$ cat src/rtl/bw_mon_pkg.sv
`default_nettype none
// ============================================================================
// Package : bw_mon_pkg
// Purpose : Shared types and helpers for the AXI bandwidth monitor.
//           - chan_result_t : per-channel scaled result (rate + saturation bit)
//           - SAT_MAX()     : all-ones value of a given width (up to MAX_W)
//           - sat_shift()   : left shift with saturation to a given width
// Config  : none (BW_MON_PEAK_EN is used by the monitor files only)
// Revision: 1.0  initial release
// ============================================================================
package bw_mon_pkg;

  // Widest counter the helpers support.
  localparam int unsigned MAX_W = 64;

  typedef logic [MAX_W-1:0] wide_t;

  // Result of scaling one channel's beat count to bytes.
  typedef struct packed {
    wide_t rate;  // scaled value, already clamped to the target width
    logic  sat;   // 1 when bits were lost by the clamp
  } chan_result_t;

  // All-ones value of width w (w <= MAX_W), zero-extended to MAX_W bits.
  function automatic wide_t SAT_MAX(input int unsigned w);
    wide_t m;
    m = '0;
    for (int unsigned b = 0; b < MAX_W; b++) begin
      if (b < w) m[b] = 1'b1;
    end
    return m;
  endfunction

  // val << sh, clamped to SAT_MAX(w). The shift is done at double width so
  // no bit can fall off the top before the comparison.
  function automatic chan_result_t sat_shift(input wide_t       val,
                                             input int unsigned w,
                                             input int unsigned sh);
    logic [2*MAX_W-1:0] wide;
    logic [2*MAX_W-1:0] lim;
    chan_result_t       r;
    wide = {{MAX_W{1'b0}}, val} << sh;
    lim  = {{MAX_W{1'b0}}, SAT_MAX(w)};
    if (wide > lim) begin
      r.rate = SAT_MAX(w);
      r.sat  = 1'b1;
    end else begin
      r.rate = wide[MAX_W-1:0];
      r.sat  = 1'b0;
    end
    return r;
  endfunction

endpackage : bw_mon_pkg
`default_nettype wire

$ cat src/rtl/bw_chan_counter.sv
`default_nettype none
// ============================================================================
// Module  : bw_chan_counter
// Purpose : One monitored channel: saturating beat counter, byte scaling at
//           the window terminal count, result register, sticky saturation
//           flag and (optionally) peak-hold register.
// Ports   : clk, reset        clock, synchronous active-high reset
//           enable_i          counting enabled this cycle
//           clear_i           synchronous clear (beats every other event)
//           tc_i              window terminal count this cycle
//           valid_i, ready_i  handshake pair being monitored
//           rate_o            bytes in last completed window
//           sat_o             sticky saturation flag
//           peak_o            max rate_o seen (BW_MON_PEAK_EN only)
// Config  : BW_MON_PEAK_EN  enables peak_o and the peak register
// Params  : CNT_W <= 63
// Revision: 1.0  initial release
// ============================================================================
module bw_chan_counter
  import bw_mon_pkg::*;
#(
  parameter int unsigned CNT_W           = 32,
  parameter int unsigned BEAT_BYTES_LOG2 = 3
) (
  input  logic             clk,
  input  logic             reset,
  input  logic             enable_i,
  input  logic             clear_i,
  input  logic             tc_i,
  input  logic             valid_i,
  input  logic             ready_i,
  output logic [CNT_W-1:0] rate_o,
  output logic             sat_o
`ifdef BW_MON_PEAK_EN
  ,
  output logic [CNT_W-1:0] peak_o
`endif
);

  localparam logic [CNT_W-1:0] CNT_MAX = '1;

  logic [CNT_W-1:0] cnt_q,  cnt_d;
  logic [CNT_W-1:0] rate_q, rate_d;
  logic             sat_q,  sat_d;
`ifdef BW_MON_PEAK_EN
  logic [CNT_W-1:0] peak_q, peak_d;
`endif

  logic             w_beat;
  logic             w_at_max;
  logic [CNT_W:0]   w_next;
  chan_result_t     w_scaled;
  logic [CNT_W-1:0] w_new_rate;
  logic             w_scale_sat;

  assign w_beat   = valid_i & ready_i & enable_i;
  assign w_at_max = (cnt_q == CNT_MAX);

  // One bit wider than the counter: a beat in the TC cycle on a full
  // counter must still be seen as an overflow by the scaler.
  assign w_next   = {1'b0, cnt_q} + {{CNT_W{1'b0}}, w_beat};
  assign w_scaled = sat_shift(wide_t'(w_next), CNT_W, BEAT_BYTES_LOG2);

  assign w_new_rate = w_scaled.rate[CNT_W-1:0];
  // Bits above CNT_W are zero after the clamp; folding them in keeps the
  // flag conservative should that ever not hold.
  assign w_scale_sat = w_scaled.sat | (|w_scaled.rate[MAX_W-1:CNT_W]);

  always_comb begin
    cnt_d  = cnt_q;
    rate_d = rate_q;
    sat_d  = sat_q;
`ifdef BW_MON_PEAK_EN
    peak_d = peak_q;
`endif
    if (clear_i) begin
      cnt_d  = '0;
      rate_d = '0;
      sat_d  = 1'b0;
`ifdef BW_MON_PEAK_EN
      peak_d = '0;
`endif
    end else if (tc_i) begin
      // Window closes: the TC-cycle beat is already included in w_next.
      cnt_d  = '0;
      rate_d = w_new_rate;
      sat_d  = sat_q | w_scale_sat;
`ifdef BW_MON_PEAK_EN
      if (w_new_rate > peak_q) peak_d = w_new_rate;
`endif
    end else if (w_beat) begin
      if (w_at_max) begin
        sat_d = 1'b1;
      end else begin
        cnt_d = cnt_q + 1'b1;
      end
    end
  end

  always_ff @(posedge clk) begin
    if (reset) begin
      cnt_q  <= '0;
      rate_q <= '0;
      sat_q  <= 1'b0;
`ifdef BW_MON_PEAK_EN
      peak_q <= '0;
`endif
    end else begin
      cnt_q  <= cnt_d;
      rate_q <= rate_d;
      sat_q  <= sat_d;
`ifdef BW_MON_PEAK_EN
      peak_q <= peak_d;
`endif
    end
  end

  assign rate_o = rate_q;
  assign sat_o  = sat_q;
`ifdef BW_MON_PEAK_EN
  assign peak_o = peak_q;
`endif

endmodule : bw_chan_counter
`default_nettype wire

$ cat src/rtl/axi_bw_monitor.sv
`default_nettype none
// ============================================================================
// Module  : axi_bw_monitor
// Purpose : Multi-channel bandwidth monitor. Counts valid&&ready beats per
//           channel over a programmable window and publishes bytes per window.
// Ports   : clk, reset      clock, synchronous active-high reset
//           enable_i        1: window advances, beats counted; 0: freeze
//           clear_i         synchronous clear of counters, results, flags
//           hs_valid_i      per-channel VALID
//           hs_ready_i      per-channel READY
//           win_tick_o      1-cycle pulse: results updated this cycle
//           rate_bytes_o    bytes in last window, ch i at [i*CNT_W +: CNT_W]
//           sat_flag_o      sticky per-channel saturation
//           win_count_o     completed windows since reset/clear (wraps)
//           peak_bytes_o    max rate per channel (BW_MON_PEAK_EN only)
// Config  : BW_MON_PEAK_EN  adds peak-hold registers and peak_bytes_o
// Params  : WINDOW_CYC >= 2, CNT_W <= 63
// Revision: 1.0  initial release
// ============================================================================
module axi_bw_monitor
  import bw_mon_pkg::*;
#(
  parameter int unsigned NUM_CH          = 2,
  parameter int unsigned CNT_W           = 32,
  parameter int unsigned WINDOW_CYC      = 300_120_000,
  parameter int unsigned BEAT_BYTES_LOG2 = 3
) (
  input  logic                    clk,
  input  logic                    reset,
  input  logic                    enable_i,
  input  logic                    clear_i,
  input  logic [NUM_CH-1:0]       hs_valid_i,
  input  logic [NUM_CH-1:0]       hs_ready_i,
  output logic                    win_tick_o,
  output logic [NUM_CH*CNT_W-1:0] rate_bytes_o,
  output logic [NUM_CH-1:0]       sat_flag_o,
  output logic [CNT_W-1:0]        win_count_o
`ifdef BW_MON_PEAK_EN
  ,
  output logic [NUM_CH*CNT_W-1:0] peak_bytes_o
`endif
);

  localparam int unsigned      WIN_W    = (WINDOW_CYC > 1) ? $clog2(WINDOW_CYC) : 1;
  localparam logic [WIN_W-1:0] WIN_LAST = WIN_W'(WINDOW_CYC - 1);

  logic [WIN_W-1:0] win_cnt_q, win_cnt_d;
  logic             tick_q,    tick_d;
  logic [CNT_W-1:0] wcount_q,  wcount_d;

  logic             w_tc;

  // Terminal count only while enabled; a clear in the same cycle discards
  // the closing window, so it also masks TC for the channels.
  assign w_tc = enable_i & ~clear_i & (win_cnt_q == WIN_LAST);

  always_comb begin
    win_cnt_d = win_cnt_q;
    wcount_d  = wcount_q;
    tick_d    = w_tc;
    if (clear_i) begin
      win_cnt_d = '0;
      wcount_d  = '0;
    end else if (enable_i) begin
      if (w_tc) begin
        win_cnt_d = '0;
        wcount_d  = wcount_q + 1'b1;
      end else begin
        win_cnt_d = win_cnt_q + 1'b1;
      end
    end
  end

  always_ff @(posedge clk) begin
    if (reset) begin
      win_cnt_q <= '0;
      wcount_q  <= '0;
      tick_q    <= 1'b0;
    end else begin
      win_cnt_q <= win_cnt_d;
      wcount_q  <= wcount_d;
      tick_q    <= tick_d;
    end
  end

  assign win_tick_o  = tick_q;
  assign win_count_o = wcount_q;

  for (genvar i = 0; i < NUM_CH; i++) begin : g_ch
    bw_chan_counter #(
      .CNT_W           (CNT_W),
      .BEAT_BYTES_LOG2 (BEAT_BYTES_LOG2)
    ) u_chan (
      .clk      (clk),
      .reset    (reset),
      .enable_i (enable_i),
      .clear_i  (clear_i),
      .tc_i     (w_tc),
      .valid_i  (hs_valid_i[i]),
      .ready_i  (hs_ready_i[i]),
      .rate_o   (rate_bytes_o[i*CNT_W +: CNT_W]),
      .sat_o    (sat_flag_o[i])
`ifdef BW_MON_PEAK_EN
      ,
      .peak_o   (peak_bytes_o[i*CNT_W +: CNT_W])
`endif
    );
  end : g_ch

endmodule : axi_bw_monitor
`default_nettype wire

$ cat config.mk
export PLATFORM = sky130hd
export DESIGN_NAME = axi_bw_monitor
export DESIGN_NICKNAME = d
export VERILOG_FILES = /design/src/rtl/bw_mon_pkg.sv /design/src/rtl/bw_chan_counter.sv /design/src/rtl/axi_bw_monitor.sv
export SDC_FILE = /design/constraint.sdc
export NUM_CORES = 1
export LEC_CHECK = 0
export CORE_UTILIZATION = 40
export DETAILED_ROUTE_END_ITERATION = 8
export GPL_TIMING_DRIVEN = 0
export HOLD_SLACK_MARGIN = 0.15
export PLACE_DENSITY = 0.72
export SETUP_SLACK_MARGIN = 0.15
export SYNTH_ARGS = -nofsm -noshare
export SYNTH_HDL_FRONTEND = slang
export SYNTH_SLANG_ARGS = --single-unit
export TNS_END_PERCENT = 10
$ cat constraint.sdc
create_clock -name clk -period 7.9 [get_ports clk]
set_input_delay 1.58 -clock clk [delete_from_list [all_inputs] [get_ports clk]]
set_output_delay 1.58 -clock clk [all_outputs]
set_load 0.05 [all_outputs]
==> flow_results.org <==
** Power
- Dividing total power by cell area gives a power density of 162 nW/um^2.
- The clock network is responsible for 46.5% of the overall power.
- Summed over all nets, the switching power comes to 398 uW.
- For this design the static power due to leakage is 0.00382 uW.
- In this run switching power makes up 21.6% of total power.
- Summing internal, switching and leakage power gives 1840 uW.
- In this run, flip-flops and latches consume 51.6% of the power.
- Worst VDD drop :: 0.156 mV
- Combinational logic is responsible for 1.9% of the overall power.
- Cell internal power was estimated by the tool at 1440 uW.

** Floorplan
- Once the floorplan was initialized, standard cells occupied 41.0% of the core.
- After floorplanning, the core was sized to cover 22800 sq um.
- Overall die height :: 155 microns
- Site Rows :: 55
- Die area :: 24000 sq um
- During I/O placement, the number of pins put on the boundary was 107.
- Chip width :: 155 microns

** Clock tree
- Buffers inserted to repair hold after CTS numbered 0.
- Source-to-sink clock delay at the later pin of the worst-skew pair :: 0.44 ns
- Number of CTS-inserted buffers :: 17
- CTS tree :: done
- Largest buffer count on any clock path :: 2
- Post-CTS Setup Inserts :: 0
- Number of clock sinks :: 188
- Clock edge transition at the registers on the reported setup and hold paths :: 0.06 ns
- The tree is rooted in a sky130_fd_sc_hd__clkbuf_16.
- Quantity of gates resized following cts :: 0
- # H-tree levels :: 4

** Route
- The final layout contains routed wiring with a total length of 23.8 mm.
- Post-DR wirelength/cell :: 15.4 microns
- The highest metal layer carrying signal wires in the routed design is met4.
- The detailed router placed 8276 vias in this run.
- DRC viols :: 0
- The first TritonRoute pass finished after 5 iterations.
- Sum of met2 wire segment lengths after detailed routing :: 10.6 mm
- For this block, the initial DRC count from the detailed router was 671.
- Detailed routing placed a total of 1.36 mm of wire on met3.
- Using the TritonRoute via totals, the vias-per-cell ratio works out to 5.37.
- ANT nets after route :: 0
- For this block, wires on met1 add up to 11.3 mm.

** Critical path
- CP Cell Sequence :: clkdlybuf4s50_1 -> nand3_1 -> inv_1 -> ha_1 -> ha_1 -> nand3_1 -> nor4_4 -> nand3_1 -> xor2_1 -> and4_4 -> buf_6 -> a21oi_1
- Critical Path Start Type :: primary input
- Worst Path Arrival :: 4.75 ns
- Crit path top cell by count :: sky130_fd_sc_hd__nand3_1
- Worst path bufs/invs :: 3
- The slowest stage of the critical path is the sky130_fd_sc_hd__nor4_4 cell.
- Data on the critical path is required at its endpoint by 8.21 ns.
- Largest delay share family, worst path :: simple AND/OR/NAND/NOR gates
- Crit-path max FO :: 10
- Largest incremental delay on the critical path :: 0.55 ns
- Worst setup path category :: primary input to flip-flop
- STA classifies the critical path endpoint as a flip-flop.

** Final layout
- Of the cells placed in the final design, the portion with a size suffix greater than 1 is 10.1%.
- Once layout is complete, the cells apart from fillers number 1542.
- From synthesis to final layout, the design area changed by 21.5%.
- Counting the fill cells in the layout gives 2135.
- ANT cells :: 0
- In the final design database the tool counted 1233 nets.

** Place
- The number of placed instances, taps included, is 1511.
- Port buffering added 104 buffers.
- Once detailed placement completed, the half-perimeter wirelength came to 17.0 mm.
- The congestion estimate from routability-driven global placement came to 0.880.

** Logic synthesis
- Synthesized Nets :: 1110
- After synthesis, flip-flops and latches occupy 40.3% of the total area.
- Yosys mapped a number of flops with a built-in enable equal to 0.
- The synthesized netlist contains 64 unique library cells.
- Counting flops and latches in the post-synthesis netlist gives 188.
- Dominant synthesized flop cell :: sky130_fd_sc_hd__dfxtp_1
- Synthesized instance count :: 1094
- Dividing the synthesized area by the synthesized cell count gives 8.54 sq um.
- Counting flops with an async set or reset pin after synthesis yields a share of 0%.
- Syn Std Cell Area :: 9340 sq um
- Yosys Warn Count :: 0

** Flow run
- Max-cap violations :: 0

** Timing
- Setup repair after global routing left no endpoint under its margin.
- Final Hold Violating Endpoints :: 0
- Measured against its own limit, the worst slew margin works out to 54.0%.
- The number of pins with negative max-slew slack in the final report was 0.
- For the pin with the worst max-slew slack, the measured transition is 0.685 ns.
- Of the available clock period, the critical path in the final layout requires 56.1%.
- Timing would allow up to 225 MHz.
- Skew final :: 0.0119 ns
- Setup violations remaining at the end of the flow were counted as 0.
- Post-layout min period :: 4.43 ns
- For the final routed database, the setup TNS stands at 0 ns.

** GRT
- Entering global routing, the biggest net connects 17 pins.
- Overall routing resource usage :: 20.2%
- For this run the aggregate overflow at the end of global routing stands at 0.
- Wire length of the first global-routing pass :: 38.9 mm
- Number of global-route vias before repair :: 7732
- Number of antenna violations at the first check in global routing :: 0

** Worst hold path
- The tightest min-delay check is of the flip-flop to flip-flop type.

** Status
- Status :: complete, no violations
registers in the layout, summed over array words and instances, names as in the netlist:
register and count:
win_cnt_q 29, win_tick_o 1, g_ch.u_chan.cnt_q 64, win_count_o 32, g_ch.u_chan.rate_o 60, g_ch.u_chan.sat_o 2
worst register-to-register path, delay by kind of cell, from the launching register on:
kind	cells	cell delay [ns]
buffers and inverters	1	0.26
AND/OR/NAND/NOR	4	1.36
flip-flops	1	0.41
AO/OA/AOI/OAI	1	0.08
XOR/XNOR	1	0.20
adder cells (fa/ha/maj)	2	0.40
power groups by stage:
stage	registers, uW	clock network [uW]	logic, uW
finish	949	854	35.5
global route	948	902	38.3
CTS	949	860	35.7
detailed placement	970	0	35.6
global placement	970	0	35.4
floorplan	970	0	20.6
placed cells by master (no fill, tap or decap), types with 4 or more instances in the layout:
cell type	instances
sky130_fd_sc_hd__nand4_1	48
sky130_fd_sc_hd__nor3_1	23
sky130_fd_sc_hd__and2_1	7
sky130_fd_sc_hd__dfxtp_1	188
sky130_fd_sc_hd__o21ai_0	77
sky130_fd_sc_hd__or3_1	23
sky130_fd_sc_hd__nand2_1	72
sky130_fd_sc_hd__a21oi_2	10
sky130_fd_sc_hd__clkbuf_1	26
sky130_fd_sc_hd__nor4_1	13
sky130_fd_sc_hd__nand4_2	8
sky130_fd_sc_hd__buf_6	7
sky130_fd_sc_hd__xor2_1	89
sky130_fd_sc_hd__and3_1	20
sky130_fd_sc_hd__clkbuf_2	6
sky130_fd_sc_hd__inv_1	14
sky130_fd_sc_hd__nor4_4	5
sky130_fd_sc_hd__nand3_1	73
sky130_fd_sc_hd__clkbuf_16	17
sky130_fd_sc_hd__a21oi_1	65
sky130_fd_sc_hd__buf_2	24
sky130_fd_sc_hd__buf_4	10
sky130_fd_sc_hd__clkdlybuf4s50_1	104
sky130_fd_sc_hd__and4_1	10
sky130_fd_sc_hd__o211ai_1	4
sky130_fd_sc_hd__xnor2_1	67
sky130_fd_sc_hd__or4_1	4
sky130_fd_sc_hd__ha_1	8
sky130_fd_sc_hd__nor2_1	147
synth_stat cells, types with 2 or more instances:
cell | n | share of area [%]
sky130_fd_sc_hd__a21oi_1 | 65 | 3.5
sky130_fd_sc_hd__a21oi_2 | 10 | 0.94
sky130_fd_sc_hd__a31o_2 | 2 | 0.19
sky130_fd_sc_hd__a31oi_1 | 2 | 0.13
sky130_fd_sc_hd__a41o_1 | 2 | 0.21
sky130_fd_sc_hd__and2_1 | 7 | 0.47
sky130_fd_sc_hd__and3_1 | 20 | 1.3
sky130_fd_sc_hd__and4_1 | 10 | 0.94
sky130_fd_sc_hd__buf_2 | 24 | 1.3
sky130_fd_sc_hd__buf_4 | 10 | 0.80
sky130_fd_sc_hd__buf_6 | 7 | 0.84
sky130_fd_sc_hd__clkbuf_1 | 23 | 0.92
sky130_fd_sc_hd__clkbuf_2 | 6 | 0.32
sky130_fd_sc_hd__dfxtp_1 | 188 | 40
sky130_fd_sc_hd__ha_1 | 8 | 1.1
sky130_fd_sc_hd__inv_1 | 14 | 0.56
sky130_fd_sc_hd__nand2_1 | 72 | 2.9
sky130_fd_sc_hd__nand3_1 | 73 | 3.9
sky130_fd_sc_hd__nand4_1 | 48 | 3.2
sky130_fd_sc_hd__nand4_2 | 8 | 1.1
sky130_fd_sc_hd__nor2_1 | 147 | 5.9
sky130_fd_sc_hd__nor2b_1 | 2 | 0.13
sky130_fd_sc_hd__nor3_1 | 23 | 1.2
sky130_fd_sc_hd__nor3_2 | 2 | 0.21
sky130_fd_sc_hd__nor4_1 | 13 | 0.87
sky130_fd_sc_hd__nor4_2 | 2 | 0.27
sky130_fd_sc_hd__nor4_4 | 5 | 1.1
sky130_fd_sc_hd__nor4b_4 | 2 | 0.51
sky130_fd_sc_hd__nor4bb_1 | 3 | 0.32
sky130_fd_sc_hd__o211ai_1 | 4 | 0.32
sky130_fd_sc_hd__o21a_1 | 2 | 0.16
sky130_fd_sc_hd__o21ai_0 | 77 | 4.1
sky130_fd_sc_hd__or2_2 | 3 | 0.20
sky130_fd_sc_hd__or3_1 | 23 | 1.5
sky130_fd_sc_hd__or4_1 | 4 | 0.32
sky130_fd_sc_hd__xnor2_1 | 67 | 6.3
sky130_fd_sc_hd__xor2_1 | 89 | 8.3
per-stage QoR:
stage / worst slack (ns) / area (sq um) / hold slack (ns) / utilization (%)
6_report: 3.47 / 11400 / 0.449 / 49.8
5_1_grt: 3.28 / 11400 / 0.483 / 49.8
4_1_cts: 3.42 / 11400 / 0.453 / 49.8
3_5_place_dp: 3.01 / 10800 / 0.443 / 47.3
3_3_place_gp: 3.10 / 10800 / 0.438 / 47.3
2_1_floorplan: 4.09 / 9340 / 0.426 / -
layer usage:
| layer | GRT usage, % | vias up |
|---|---|---|
| li1 | - | 4053 |
| met1 | 27.4 | 3979 |
| met2 | 31.9 | 212 |
| met3 | 3.67 | 32 |
| met4 | 7.36 | 0 |
| met5 | 0 | - |
final timing paths:
kind	start	to	slack [ns]	depth (start not counted)
setup / recovery	hs_valid_i[1]	g_ch[1].u_chan.rate_o[9]$_SDFFE_PP0P_	3.47	12
hold / removal	g_ch[1].u_chan.sat_o$_SDFFE_PP0P_	g_ch[1].u_chan.sat_o$_SDFFE_PP0P_	0.45	2
setup reg to reg	g_ch[0].u_chan.cnt_q[0]$_SDFFE_PP0P_	g_ch[0].u_chan.rate_o[4]$_SDFFE_PP0P_	5.07	9
hold reg to reg	g_ch[1].u_chan.sat_o$_SDFFE_PP0P_	g_ch[1].u_chan.sat_o$_SDFFE_PP0P_	0.45	2
final cells by class:
class / count / area, sq um / share of cell area (%)
plain buffers: 71 / 394 / 3.47
clock buffers: 22 / 464 / 4.09
clock inverters: 9 / 114 / 1.00
inverters: 14 / 52.6 / 0.463
multi-input cells: 821 / 5130 / 45.2
flip-flops and latches: 188 / 3760 / 33.1
well taps: 313 / 392 / 3.45
repair buffers: 104 / 1040 / 9.17
logic make-up (layout without fill, tap and decap cells):
| group | after synthesis | in the layout | share of synthesized area [%] |
|---|---|---|---|
| AND/OR/NAND/NOR | 485 | 485 | 28.6 |
| flip-flops | 188 | 188 | 40.3 |
| AO/OA/AOI/OAI | 170 | 170 | 10.4 |
| XOR/XNOR | 157 | 157 | 14.8 |
| buffers and inverters | 85 | 220 | 4.78 |
| adder cells (fa/ha/maj) | 8 | 8 | 1.07 |
| multiplexers | 1 | 1 | 0.107 |
Power figures use the tool's default switching activity.
